--- config.mk ---
export PLATFORM = sky130hd
export DESIGN_NAME = mult_div_unit
export DESIGN_NICKNAME = d
export VERILOG_FILES = /design/src/rtl/mdu_pkg.sv /design/src/rtl/mdu_step.sv /design/src/rtl/mult_div_unit.sv
export SDC_FILE = /design/constraint.sdc
export NUM_CORES = 1
export LEC_CHECK = 0
export ABC_AREA = 1
export BUFFER_PORTS_ARGS = -buffer_cell sky130_fd_sc_hd__buf_2
export CAP_MARGIN = 20
export CORE_MARGIN = 2
export CORE_UTILIZATION = 44
export DETAILED_ROUTE_END_ITERATION = 10
export GPL_ROUTABILITY_DRIVEN = 0
export PLACE_DENSITY = 0.61
export SYNTH_ARGS = -nofsm -noshare
export SYNTH_HDL_FRONTEND = slang
export SYNTH_SLANG_ARGS = --single-unit
--- constraint.sdc ---
create_clock -name clk -period 2.15 [get_ports clk]
set_input_delay 0.43 -clock clk [delete_from_list [all_inputs] [get_ports clk]]
set_output_delay 0.43 -clock clk [all_outputs]
set_load 0.1 [all_outputs]
--- src/rtl/mdu_pkg.sv ---
// Shared types and constants for the iterative multiply/divide unit.
// Op and state encodings are fixed; counter width follows the default operand width.
package mdu_pkg;

  typedef enum logic [2:0] {
    OP_MULT  = 3'd0,
    OP_MULTU = 3'd1,
    OP_DIV   = 3'd2,
    OP_DIVU  = 3'd3,
    OP_MTHI  = 3'd4,
    OP_MTLO  = 3'd5,
    OP_NOP6  = 3'd6,
    OP_NOP7  = 3'd7
  } mdu_op_t;

  typedef enum logic [1:0] {
    ST_IDLE = 2'd0,
    ST_PREP = 2'd1,
    ST_RUN  = 2'd2,
    ST_FIX  = 2'd3
  } mdu_state_t;

  localparam int MDU_WIDTH_DEF = 32;
  localparam int MDU_CNT_W     = $clog2(MDU_WIDTH_DEF);

endpackage

--- src/rtl/mdu_step.sv ---
// One iteration of the shift-add multiplier or restoring divider on the
// 2*WIDTH accumulator; {hi half, lo half} = {partial product, multiplier} or {remainder, quotient}.
module mdu_step
  import mdu_pkg::*;
#(
  parameter int WIDTH = 32
) (
  input  logic                 is_div,
  input  logic [2*WIDTH-1:0]   acc,
  input  logic [WIDTH-1:0]     m,
  output logic [2*WIDTH-1:0]   acc_next
);

  logic [WIDTH:0]   sum_s;
  logic [WIDTH:0]   rem_ext_s;
  logic [WIDTH-1:0] diff_s;
  logic             ge_s;

  // Shifted-out remainder bit is kept in rem_ext_s so the trial compare never loses it
  always_comb begin
    sum_s     = {1'b0, acc[2*WIDTH-1:WIDTH]} + {1'b0, m};
    rem_ext_s = acc[2*WIDTH-1:WIDTH-1];
    ge_s      = (rem_ext_s >= {1'b0, m});
    diff_s    = rem_ext_s[WIDTH-1:0] - m;
    acc_next  = acc;
    if (is_div) begin
      if (ge_s) begin
        acc_next = {diff_s, acc[WIDTH-2:0], 1'b1};
      end else begin
        acc_next = {rem_ext_s[WIDTH-1:0], acc[WIDTH-2:0], 1'b0};
      end
    end else begin
      if (acc[0]) begin
        acc_next = {sum_s, acc[WIDTH-1:1]};
      end else begin
        acc_next = {1'b0, acc[2*WIDTH-1:1]};
      end
    end
  end

endmodule

--- src/rtl/mult_div_unit.sv ---
// Multi-cycle MIPS multiply/divide unit with architectural HI/LO registers.
// Signed ops run on magnitudes; signs are re-applied in the FIX cycle.
module mult_div_unit
  import mdu_pkg::*;
#(
  parameter int WIDTH = 32
) (
  input  logic             clk,
  input  logic             rst_n,
  input  logic             start,
  input  logic [2:0]       op,
  input  logic [WIDTH-1:0] op1,
  input  logic [WIDTH-1:0] op2,
  input  logic             abort,
  output logic [WIDTH-1:0] hi,
  output logic [WIDTH-1:0] lo,
  output logic             busy,
  output logic             done
);

  localparam int CNT_W = $clog2(WIDTH);

  mdu_state_t         state_r;
  mdu_op_t            op_r;
  mdu_op_t            op_s;
  logic [WIDTH-1:0]   a_r, b_r, m_r, hi_r, lo_r;
  logic [2*WIDTH-1:0] acc_r, acc_next_s, prod_s;
  logic [CNT_W-1:0]   cnt_r;
  logic               res_neg_r, rem_neg_r, busy_r, done_r;
  logic               is_div_s, is_signed_s, a_neg_s, b_neg_s, b_zero_s;
  logic [WIDTH-1:0]   a_mag_s, b_mag_s, quo_s, rem_s;

  function automatic logic [WIDTH-1:0] neg_w(input logic [WIDTH-1:0] v);
    return ~v + WIDTH'(1'b1);
  endfunction

  function automatic logic [2*WIDTH-1:0] neg_2w(input logic [2*WIDTH-1:0] v);
    return ~v + (2*WIDTH)'(1'b1);
  endfunction

  // Op decode for the latched operation
  always_comb begin
    op_s        = mdu_op_t'(op);
    is_div_s    = 1'b0;
    is_signed_s = 1'b0;
    case (op_r)
      OP_MULT:  is_signed_s = 1'b1;
      OP_MULTU: is_signed_s = 1'b0;
      OP_DIV: begin
        is_div_s    = 1'b1;
        is_signed_s = 1'b1;
      end
      OP_DIVU:  is_div_s = 1'b1;
      default: begin
        is_div_s    = 1'b0;
        is_signed_s = 1'b0;
      end
    endcase
  end

  // Operand magnitudes and final sign-corrected results
  always_comb begin
    a_neg_s  = is_signed_s & a_r[WIDTH-1];
    b_neg_s  = is_signed_s & b_r[WIDTH-1];
    b_zero_s = (b_r == {WIDTH{1'b0}});
    a_mag_s  = a_neg_s ? neg_w(a_r) : a_r;
    b_mag_s  = b_neg_s ? neg_w(b_r) : b_r;
    prod_s   = res_neg_r ? neg_2w(acc_r) : acc_r;
    quo_s    = res_neg_r ? neg_w(acc_r[WIDTH-1:0]) : acc_r[WIDTH-1:0];
    rem_s    = rem_neg_r ? neg_w(acc_r[2*WIDTH-1:WIDTH]) : acc_r[2*WIDTH-1:WIDTH];
  end

  mdu_step #(.WIDTH(WIDTH)) u_step (
    .is_div   (is_div_s),
    .acc      (acc_r),
    .m        (m_r),
    .acc_next (acc_next_s)
  );

  // Control FSM, iteration datapath and HI/LO write-back
  always_ff @(posedge clk or negedge rst_n) begin
    if (!rst_n) begin
      state_r   <= ST_IDLE;
      op_r      <= OP_MULT;
      a_r       <= {WIDTH{1'b0}};
      b_r       <= {WIDTH{1'b0}};
      m_r       <= {WIDTH{1'b0}};
      acc_r     <= {(2*WIDTH){1'b0}};
      cnt_r     <= {CNT_W{1'b0}};
      res_neg_r <= 1'b0;
      rem_neg_r <= 1'b0;
      hi_r      <= {WIDTH{1'b0}};
      lo_r      <= {WIDTH{1'b0}};
      busy_r    <= 1'b0;
      done_r    <= 1'b0;
    end else begin
      done_r <= 1'b0;
      if (abort && (state_r != ST_IDLE)) begin
        state_r <= ST_IDLE;
        busy_r  <= 1'b0;
      end else begin
        case (state_r)
          ST_IDLE: begin
            if (start) begin
              case (op_s)
                OP_MULT, OP_MULTU, OP_DIV, OP_DIVU: begin
                  a_r     <= op1;
                  b_r     <= op2;
                  op_r    <= op_s;
                  state_r <= ST_PREP;
                  busy_r  <= 1'b1;
                end
                OP_MTHI: hi_r <= op1;
                OP_MTLO: lo_r <= op1;
                default: ;
              endcase
            end
          end
          ST_PREP: begin
            m_r       <= is_div_s ? b_mag_s : a_mag_s;
            acc_r     <= {{WIDTH{1'b0}}, (is_div_s ? a_mag_s : b_mag_s)};
            // A zero divisor keeps the all-ones quotient unnegated
            res_neg_r <= (a_neg_s ^ b_neg_s) & ~(is_div_s & b_zero_s);
            rem_neg_r <= a_neg_s;
            cnt_r     <= {CNT_W{1'b0}};
            state_r   <= ST_RUN;
          end
          ST_RUN: begin
            acc_r <= acc_next_s;
            cnt_r <= cnt_r + CNT_W'(1'b1);
            if (cnt_r == CNT_W'(WIDTH - 1)) begin
              state_r <= ST_FIX;
            end
          end
          ST_FIX: begin
            if (is_div_s) begin
              hi_r <= rem_s;
              lo_r <= quo_s;
            end else begin
              hi_r <= prod_s[2*WIDTH-1:WIDTH];
              lo_r <= prod_s[WIDTH-1:0];
            end
            done_r  <= 1'b1;
            busy_r  <= 1'b0;
            state_r <= ST_IDLE;
          end
          default: begin
            state_r <= ST_IDLE;
            busy_r  <= 1'b0;
          end
        endcase
      end
    end
  end

  assign hi   = hi_r;
  assign lo   = lo_r;
  assign busy = busy_r;
  assign done = done_r;

endmodule

* Word-level counts from Yosys, hierarchy flattened
Cells that the tools add are included.
** Storage, ports and cells
- Register bits :: 238
- Bits of input ports :: 71
- Output and inout bits :: 66
- Logic and storage cells :: 103
** Operators by class
- Add/sub/neg operators :: 8
- Magnitude comparators :: 1
- Eq/ne operators :: 17
- Multiplexer cells :: 33
- Bitwise logic cells :: 12
- Reductions and logical operators :: 19
** Operators by type and width (count)
- two-way mux 32 bit :: 12
- two-way mux 64 bit :: 4
- adder 32 x 1 -> 32 bit, second input constant :: 4
- inverter 32 bit :: 4
- case mux 32 bit (2 select lines) :: 2
- case mux 64 bit (2 select lines) :: 1
- adder 64 x 1 -> 64 bit, second input constant :: 1
- inverter 64 bit :: 1
- adder 32 x 32 -> 33 bit :: 1
- greater-or-equal comparator 33 x 32 -> 1 bit :: 1
- logical NOT 32 bit :: 1
- subtractor 32 bit :: 1
- == test 3 x 2 -> 1 bit, second input constant :: 4
- AND reduction 4 bit :: 3
- case mux 5 bit (2 select lines) :: 1
- two-way mux 2 bit :: 4
- case mux 2 bit (4 select lines) :: 1
- two-way mux 1 bit :: 7
- == test 3 bit, second input constant :: 2
- logical NOT 3 bit :: 2
- != test 3 bit, second input constant :: 2
- AND reduction 3 bit :: 2
- nonzero test 2 bit :: 3
- adder 5 x 1 -> 5 bit, second input constant :: 1
- 17 further kinds :: 25

* Longest topological paths before layout
Gate-level depths: netlist of the first run.
- Depth after elaboration :: 7
- Mapped depth :: 18
- Mapped depth without buffers :: 17

* Cells and area by module
Synthesis of the first run repeated with hierarchy kept, for this count alone.
** Second synthesis, totals
- Cell total of the unflattened synthesis :: 3585
- Area, all modules :: 21515.6 µm²
** By module, submodules not included
- mult_div_unit :: instances 1, cells an instance 2238, area an instance 15148.3 µm², seq. area each 5955.7 µm²
- mdu_step :: instances 1, cells an instance 1347, area an instance 6367.4 µm², seq. area each 0.0 µm²

* Least setup slack after synthesis of the first run
No wires, ideal clock.
- Path type :: register -> register
- From :: reg acc_r[32]
- To :: reg acc_r[59]
- Setup time :: 117 ps
- Data arrival time :: 2017 ps
- Required time :: 2033 ps
- Slack :: 16 ps
- Cell stages (with the launch flop) :: 18
- Path buffers :: 0
- Clock period less this slack :: 2134 ps
- Cell sequence :: dfrtp_1 ha_1 inv_1 fa_1 inv_1 nand3_1 nand2_1 nand2_1 nand2_1 nand2_1 nand2_1 nand2_1 nand2_1 nand2_1 nand3_1 nand2_1 nand3_1 nand2_1
** On the way
- Cells in the longest elaborated chain, start to end :: 4
- Elaborated cells on any way between the ends :: 7
- Those cells by class :: 2 x add/sub; 1 x order compare; 4 x mux
** Ends and longest elaborated chain
- start, declared :: line mult_div_unit.sv:27 : logic [2*WIDTH-1:0] acc_r, acc_next_s, prod_s;
- start signal, assigned :: line mult_div_unit.sv:88 : acc_r <= {(2*WIDTH){1'b0}};
- start signal, assigned :: line mult_div_unit.sv:121 : acc_r <= {{WIDTH{1'b0}}, (is_div_s ? a_mag_s : b_mag_s)};
- start signal, assigned :: line mult_div_unit.sv:129 : acc_r <= acc_next_s;
- adder 32 x 32 -> 33 bit, or another cell as far along :: line mdu_step.sv:21 : sum_s = {1'b0, acc[2*WIDTH-1:WIDTH]} + {1'b0, m};
- two-way mux 64 bit, on equally long branches :: line mdu_step.sv:33, mdu_step.sv:27
- two-way mux 64 bit (*) :: line mdu_step.sv:26 : if (is_div) begin
- case mux 64 bit (2 select lines) (*) :: line mult_div_unit.sv:102 : case (state_r)
Mark *: on every way between the ends. The rest lies on a longest branch, timed or not.
A chain may end at the register's enable or synchronous reset.

* Worst setup path in the final report of the first run
- From :: reg m_r[10]
- To :: reg acc_r[36]
** On the way
- Cells in the longest elaborated chain, start to end :: 4
** Ends and longest elaborated chain
- start, declared :: line mult_div_unit.sv:26 : logic [WIDTH-1:0] a_r, b_r, m_r, hi_r, lo_r;
- start signal, assigned :: line mult_div_unit.sv:87 : m_r <= {WIDTH{1'b0}};
- start signal, assigned :: line mult_div_unit.sv:120 : m_r <= is_div_s ? b_mag_s : a_mag_s;
- greater-or-equal comparator 33 x 32 -> 1 bit :: line mdu_step.sv:23 : ge_s = (rem_ext_s >= {1'b0, m});
- two-way mux 64 bit :: line mdu_step.sv:27 : if (ge_s) begin
- two-way mux 64 bit :: line mdu_step.sv:26
- case mux 64 bit (2 select lines) :: line mult_div_unit.sv:102
No other way between the ends.

==> results by group, run 1 <==
Clock network
  – Clock buffer depth: 3
  – Clock tree from TritonCTS: done
  – CTS Sinks: 238
  – Number of CTS-inserted buffers: 29
  – Maximum level of the CTS H-tree: 1
  – Clock slew seen by the registers of the worst setup and hold paths: 0.06 ns
  – Worst-Skew Late Latency: 0.60 ns
  – Root buffer cell: sky130_fd_sc_hd__clkbuf_16

Synthesis
  – Flops & latches, synth: 238
  – Number of library cell types mapped by synthesis: 50
  – Net count after synthesis: 3633
  – Fraction of the yosys area taken by sequential cells: 0.284
  – Post-Synthesis Mean Instance Area: 6.02 µm²
  – Number of flops mapped to enable cells by yosys: 0
  – Count of yosys warnings during synthesis: 0
  – Share of flip-flops with an asynchronous set or reset: 1.00
  – Netlist Area Pre-Place: 21000 µm²
  – Largest cells by area after synthesis: sky130_fd_sc_hd__dfrtp_1 28%, sky130_fd_sc_hd__nand2_1 19%, sky130_fd_sc_hd__nand3_1 9.2%
  – Cell accounting for the most synthesized area: sky130_fd_sc_hd__dfrtp_1
  – Area share of the leading cell type in the synthesized netlist: 0.284
  – Most used flip-flop cell after synthesis: sky130_fd_sc_hd__dfrtp_1
  – Number of instances in the synthesized netlist: 3486

STA
  – Worst setup skew after layout: 0.0283 ns
  – Peak Freq: 448 MHz
  – Final min period: 2.23 ns
  – Setup repair after global routing missed its margin: yes
  – Final Max Slew Viols: 0
  – Sum of negative setup slack: -1.24 ns
  – Hold Vio Cnt, Final: 0
  – Number of setup violations in the final report: 31
  – Slew @ Worst Pin: 0.753 ns
  – Slew Limit Headroom: 0.493
  – Post-route clock period utilization: 1.04
  – Minimum setup slack in the final design: -0.0839 ns

Layout
  – Number of fill cells: 4497
  – Fraction of layout cells with a size suffix above 1: 0.277
  – Leading cell type in the layout, fill and taps excluded: sky130_fd_sc_hd__nand2_1
  – Post-route standard cell area excluding fillers: 28900 µm²
  – Most frequent cells in the layout: 952 x sky130_fd_sc_hd__nand2_1, 439 x sky130_fd_sc_hd__inv_1, 433 x sky130_fd_sc_hd__buf_4
  – Number of antenna diodes: 0
  – Layout Nets: 4160
  – Area growth, synth to finish: 37.8%

Outcome
  – Outcome: complete, but fails checks
  – Failing checks: negative setup slack

Critical path
  – Nature of the critical path endpoint: flip-flop
  – Cell type with the highest occurrence count on the critical path: sky130_fd_sc_hd__nand2_1
  – Worst path arrival time: 2.70 ns
  – CP max FO: 5
  – Reg-to-reg startpoint: m_r[10]
  – Start point of the critical path: m_r[10]
  – Largest incremental delay on the critical path: 0.37 ns
  – Buffers plus inverters on the worst setup path: 2
  – Worst Path Required: 2.62 ns
  – Setup CP Type: flip-flop to flip-flop
  – Cell with the largest stage delay on the worst path: sky130_fd_sc_hd__dfrtp_1
  – Critical path startpoint category: flip-flop
  – Worst path cell trace: inv_2 -> ha_4 -> nand2_1 -> nor2_1 -> nand2_1 -> nor2_2 -> nand2_1 -> nand2_2 -> nor2_4 -> nand2_8 -> nand2_8 -> buf_12 -> o211ai_1 -> nand2_1
  – Kind of cell with the highest combined delay on the critical path: simple AND/OR/NAND/NOR gates

GRT
  – First-pass GRT wire length: 145 mm
  – Pin count of the biggest net entering global routing: 75
  – Number of antenna violations at the first check in global routing: 1
  – GRT Overall Usage: 0.380
  – Via count of the first global-routing pass: 24.9k
  – Remaining Overflow, GRT: 0

Detailed routing
  – WL/cell: 21.0 µm
  – ANT nets after route: 0
  – DRC Markers: 0
  – Iteration-0 DRC Markers: 3392
  – Wire length after detailed routing: 97.4 mm
  – Via count normalized by instance count: 5.73
  – Detailed Routing Iterations Pass 1: 8
  – Vias: 26.6k

Floorplan
  – Core Rows: 80
  – Number of top-level design ports: 137
  – Initial cell density of the core: 0.443
  – Placeable core region: 47400 µm²
  – Chip width: 222 µm
  – Chip Height: 222 µm
  – Floorplan die area: 49500 µm²

Placed design
  – Post-Place Cell Area: 25500 µm²
  – Number of I/O port buffers: 136
  – Final HPWL DP: 76.4 mm

Hold path
  – Kind of path behind the tightest hold check: input pin to flip-flop
  – Worst min-delay path startpoint: op2[12]

Run
  – Max capacitance violation total: 0
-- routing by layer --
metal,global-route usage,wire [µm],up-vias
met4,0.231,7330,4
met3,0.0795,10700,330
met2,0.576,41500,1559
met1,0.497,37800,12500
li1,-,-,12300
met5,0.0127,103,-
-- synth_stat cells, types with 17 or more instances --
cell type and count:
sky130_fd_sc_hd__o21ai_0 228, sky130_fd_sc_hd__clkbuf_1 71, sky130_fd_sc_hd__buf_1 17, sky130_fd_sc_hd__o211ai_1 23
sky130_fd_sc_hd__nand2_1 1055, sky130_fd_sc_hd__nor2_1 388, sky130_fd_sc_hd__ha_1 74, sky130_fd_sc_hd__xor2_1 44
sky130_fd_sc_hd__a21oi_1 203, sky130_fd_sc_hd__a31oi_1 30, sky130_fd_sc_hd__nand4_1 50, sky130_fd_sc_hd__inv_1 475
sky130_fd_sc_hd__nand3_1 388, sky130_fd_sc_hd__buf_2 27, sky130_fd_sc_hd__dfrtp_1 238, sky130_fd_sc_hd__nand3b_1 20
-- tightest hold or removal path: stages --
cell	delay [ns]
sky130_fd_sc_hd__buf_2	0.07
sky130_fd_sc_hd__nand2_1	0.04
sky130_fd_sc_hd__nand2_1	0.05
-- repair_timing --
item,4_1_cts,5_1_grt
gates cloned,0,1
endpoints found under the setup margin,55,100
hold buffers,1,0
endpoints found under the hold margin,38,0
pin swaps,52,78
gates resized for setup,266,236
setup buffers,17,21
-- registers in the layout, indices dropped and copies added, names as in the netlist, 2 cells and up --
signal / cells
op_r: 3
hi: 32
m_r: 32
acc_r: 64
lo: 32
state_r: 2
cnt_r: 5
b_r: 32
a_r: 32
-- final timing paths --
check / slack, ns / cells after the start / end
max: -0.08 / 14 / acc_r[36]
min: 0.04 / 3 / b_r[12]
max reg2reg: -0.08 / 14 / acc_r[36]
min reg2reg: 0.50 / 2 / lo[26]
max in group asynchronous: 1.13 / 3 / m_r[28]
min in group asynchronous: 0.35 / 2 / hi[12]
-- per-stage QoR --
stage | worst slack (ns) | instances | util | hold slack, ns
CTS | -0.0273 | 4627 | 0.588 | 0.0232
finish | -0.0839 | 4649 | 0.610 | 0.0351
global route | -0.176 | 4649 | 0.610 | 0.0451
floorplan | 0.0156 | 3486 | - | 0.134
global placement | -0.375 | 4557 | 0.538 | 0.362
detailed placement | -0.438 | 4557 | 0.538 | 0.362
-- layout make-up --
type | count | area [µm²] | area share
multi-input cells | 2641 | 14700 | 0.507
well taps | 615 | 769 | 0.0266
flip-flops and latches | 238 | 5980 | 0.207
clock inverters | 13 | 136 | 0.00471
clock buffers | 39 | 823 | 0.0285
repair buffers | 618 | 4690 | 0.162
inverters | 485 | 1850 | 0.0639
-- kinds of logic (layout without fill, tap and decap cells) --
family          count (synthesis)  count (layout)  share of synthesized area
compound gates                540             540                      0.139
buf+inv                       607            1155                      0.112
flops                         238             238                      0.284
xor+xnor                       57              57                     0.0238
fa+ha+maj                      76              76                     0.0460
simple gates                 1968            1968                      0.395
Power of run 1 is left out: the tool's default activity adds up to more than one toggle a clock period on the data nets, which glitch-free logic cannot reach.
==> run 2, diff against run 1 <==
- SYNTH_HIERARCHICAL: not set -> 1
==> results by group, run 2 <==
Synthesis
  – Largest cells by area after synthesis: sky130_fd_sc_hd__dfrtp_1 28%, sky130_fd_sc_hd__nand2_1 18%, sky130_fd_sc_hd__nand3_1 10%
  – Cell accounting for the most synthesized area: sky130_fd_sc_hd__dfrtp_1
  – Most used flip-flop cell after synthesis: sky130_fd_sc_hd__dfrtp_1
  – Most common cell in the netlist: sky130_fd_sc_hd__nand2_1
  – Post-Synthesis Mean Instance Area: 6.00 µm² (-0.38%)
  – Synth top cells by count: 1055 x sky130_fd_sc_hd__nand2_1, 490 x sky130_fd_sc_hd__inv_1, 441 x sky130_fd_sc_hd__nand3_1, 427 x sky130_fd_sc_hd__nor2_1, 238 x sky130_fd_sc_hd__dfrtp_1
  – Number of flops mapped to enable cells by yosys: 0 (unchanged)
  – Count of yosys warnings during synthesis: 6 (+6)
  – Fraction of the yosys area taken by sequential cells: 0.277 (-0.00678)
  – Area share of the leading cell type in the synthesized netlist: 0.277 (-0.00678)
  – Share of flip-flops with an asynchronous set or reset: 1.00 (unchanged)
  – Number of instances in the synthesized netlist: 3585 (+2.8%)
  – Flops & latches, synth: 238 (unchanged)
  – Netlist Area Pre-Place: 21500 µm² (+2.4%)
  – Net count after synthesis: 3732 (+2.7%)
  – Number of library cell types mapped by synthesis: 48 (-4.0%)

Detailed routing
  – ANT nets after route: 0 (unchanged)
  – Via count normalized by instance count: 5.64 (-1.5%)
  – Top routing layer in use: met5
  – Vias: 26.9k (+0.88%)
  – DRC Markers: 0 (unchanged)
  – Wire length after detailed routing: 101 mm (+3.2%)
  – Metal-1 WL: 38.9 mm (+2.9%)
  – WL met3: 10.9 mm (+2.0%)
  – Iteration-0 DRC Markers: 3630 (+7.0%)
  – Met2 wire length: 42.5 mm (+2.4%)
  – WL/cell: 21.1 µm (+0.69%)
  – Detailed Routing Iterations Pass 1: 6 (-2)

Critical path
  – Worst Path Required: 2.62 ns (about the same)
  – CP max FO: 5 (unchanged)
  – Setup CP Type: flip-flop to flip-flop
  – Nature of the critical path endpoint: flip-flop
  – Critical path startpoint category: flip-flop
  – Reg-to-reg startpoint: acc_r[32]
  – Start point of the critical path: acc_r[32]
  – Worst path arrival time: 2.85 ns (+0.15 ns)

Floorplan
  – Number of top-level design ports: 137 (unchanged)
  – Chip Height: 225 µm (+1.2%)
  – Chip width: 225 µm (+1.2%)
  – Floorplan die area: 50700 µm² (+2.4%)
  – Placeable core region: 48600 µm² (+2.5%)
  – Core Rows: 81 (+1.3%)
  – Initial cell density of the core: 0.442 (about the same)

Layout
  – Post-layout util: 0.615 (+0.00524)
  – Most frequent cells in the layout: 929 x sky130_fd_sc_hd__nand2_1, 466 x sky130_fd_sc_hd__inv_1, 441 x sky130_fd_sc_hd__buf_4
  – Leading cell type in the layout, fill and taps excluded: sky130_fd_sc_hd__nand2_1
  – Number of flip-flops in the largest register: 64 (unchanged)
  – Number of fill cells: 4622 (+2.8%)
  – Post-route standard cell area excluding fillers: 29900 µm² (+3.4%)
  – Area growth, synth to finish: 39.0%
  – Fraction of layout cells with a size suffix above 1: 0.298 (+0.0214)
  – Largest Register: acc_r
  – Layout Nets: 4265 (+2.5%)

Clock network
  – CTS Sinks: 238 (unchanged)
  – Root buffer cell: sky130_fd_sc_hd__clkbuf_16
  – Number of CTS-inserted buffers: 28 (-3.4%)
  – Clock buffer depth: 3 (unchanged)
  – Clock slew seen by the registers of the worst setup and hold paths: 0.06 ns (about the same)
  – Maximum level of the CTS H-tree: 1 (unchanged)
  – Clock tree from TritonCTS: done
  – Worst-Skew Late Latency: 0.60 ns (about the same)

GRT
  – Remaining Overflow, GRT: 0 (unchanged)
  – GRT Overall Usage: 0.385 (+0.00495)
  – Pin count of the biggest net entering global routing: 90 (+20%)
  – First-pass GRT wire length: 147 mm (+1.5%)
  – Number of antenna violations at the first check in global routing: 2 (+1)
  – Via count of the first global-routing pass: 24.7k (-0.64%)

STA
  – Final min period: 2.38 ns (+0.144 ns)
  – Worst setup skew after layout: 0.0283 ns (-0.0000820 ns)
  – Slew @ Worst Pin: 0.731 ns (-0.0214 ns)
  – Hold Vio Cnt, Final: 0 (unchanged)
  – Minimum setup slack in the final design: -0.228 ns (-0.144 ns)
  – Final Max Slew Viols: 0 (unchanged)
  – Slew Limit Headroom: 0.511 (+0.0178)
  – Number of setup violations in the final report: 33 (+6.5%)
  – Post-route clock period utilization: 1.11 (+0.0669)
  – Setup repair after global routing missed its margin: yes
  – Peak Freq: 421 MHz (-6.1%)

Placed design
  – Number of I/O port buffers: 136 (unchanged)
  – Post-Place Cell Area: 26100 µm² (+2.3%)
  – Final HPWL DP: 78.3 mm (+2.4%)

Outcome
  – Outcome: complete, but fails checks
  – Failing checks: negative setup slack

Hold path
  – Worst min-delay path startpoint: op2[10]
  – Kind of path behind the tightest hold check: input pin to flip-flop

Run
  – Max capacitance violation total: 0 (unchanged)
-- run 2: cell families after synthesis --
group           Yosys count  share of synthesized area
xor+xnor                 46                     0.0187
mux                       3                    0.00157
buf+inv                 635                      0.117
simple gates           2059                      0.406
flops                   238                      0.277
compound gates          528                      0.134
fa+ha+maj                76                     0.0449
-- run 2: cell type report --
type / instances / area [µm²] / share of cell area
Clock inverter: 16 / 255 / 0.00853
Inverter: 504 / 1900 / 0.0635
Clock buffer: 36 / 812 / 0.0271
Multi-Input combinational cell: 2712 / 15200 / 0.508
Timing Repair Buffer: 634 / 4980 / 0.166
Antenna cell: 1 / 2.50 / 0.0000836
Tap cell: 622 / 778 / 0.0260
Sequential cell: 238 / 5980 / 0.200
-- run 2: worst paths after layout --
check	end	slack, ns	depth (start not counted)
min	b_r[10]	0.07	3
min in group asynchronous	hi[21]	0.33	2
max	acc_r[43]	-0.23	13
max in group asynchronous	acc_r[4]	1.16	3
min reg2reg	cnt_r[4]	0.50	2
max reg2reg	acc_r[43]	-0.23	13
-- run 2: layer usage --
| layer | vias up | GRT usage |
|---|---|---|
| li1 | 12500 | - |
| met1 | 12400 | 0.494 |
| met2 | 1559 | 0.581 |
| met3 | 400 | 0.0914 |
| met4 | 2 | 0.247 |
| met5 | - | 0 |
-- run 2: what timing repair did --
action                                 in CTS  in global routing
setup endpoints to repair                  33                100
setup buffers                              19                 19
pin swaps                                  65                 79
gates resized for setup                   327                256
hold buffers                                1                  0
gates cloned                                0                  4
endpoints found under the hold margin      30                  0
-- run 2: per-stage QoR --
step	setup TNS [ns]	std cells	setup WS, ns	hold WS (ns)
2_1_floorplan	0	3585	0.00352	0.134
3_3_place_gp	-15.77	4667	-0.550	0.347
3_5_place_dp	-14.82	4667	-0.507	0.354
4_1_cts	-3.29	4739	-0.164	0.0532
5_1_grt	-9.73	4762	-0.342	0.0738
6_report	-5.85	4763	-0.228	0.0659
-- run 2: worst max-delay path, cell delays in order (launching register included) --
cell	delay, ns
sky130_fd_sc_hd__dfrtp_2	0.48
sky130_fd_sc_hd__ha_4	0.19
sky130_fd_sc_hd__fa_2	0.34
sky130_fd_sc_hd__nand2_2	0.07
sky130_fd_sc_hd__nand2_2	0.07
sky130_fd_sc_hd__and2_4	0.16
sky130_fd_sc_hd__nand3_2	0.05
sky130_fd_sc_hd__nand3b_1	0.18
sky130_fd_sc_hd__buf_4	0.21
sky130_fd_sc_hd__xor2_2	0.15
sky130_fd_sc_hd__o21ai_1	0.14
sky130_fd_sc_hd__nand2_1	0.07
sky130_fd_sc_hd__nand3_1	0.07
sky130_fd_sc_hd__o21ai_1	0.06
Power of run 2 is left out for the same reason.
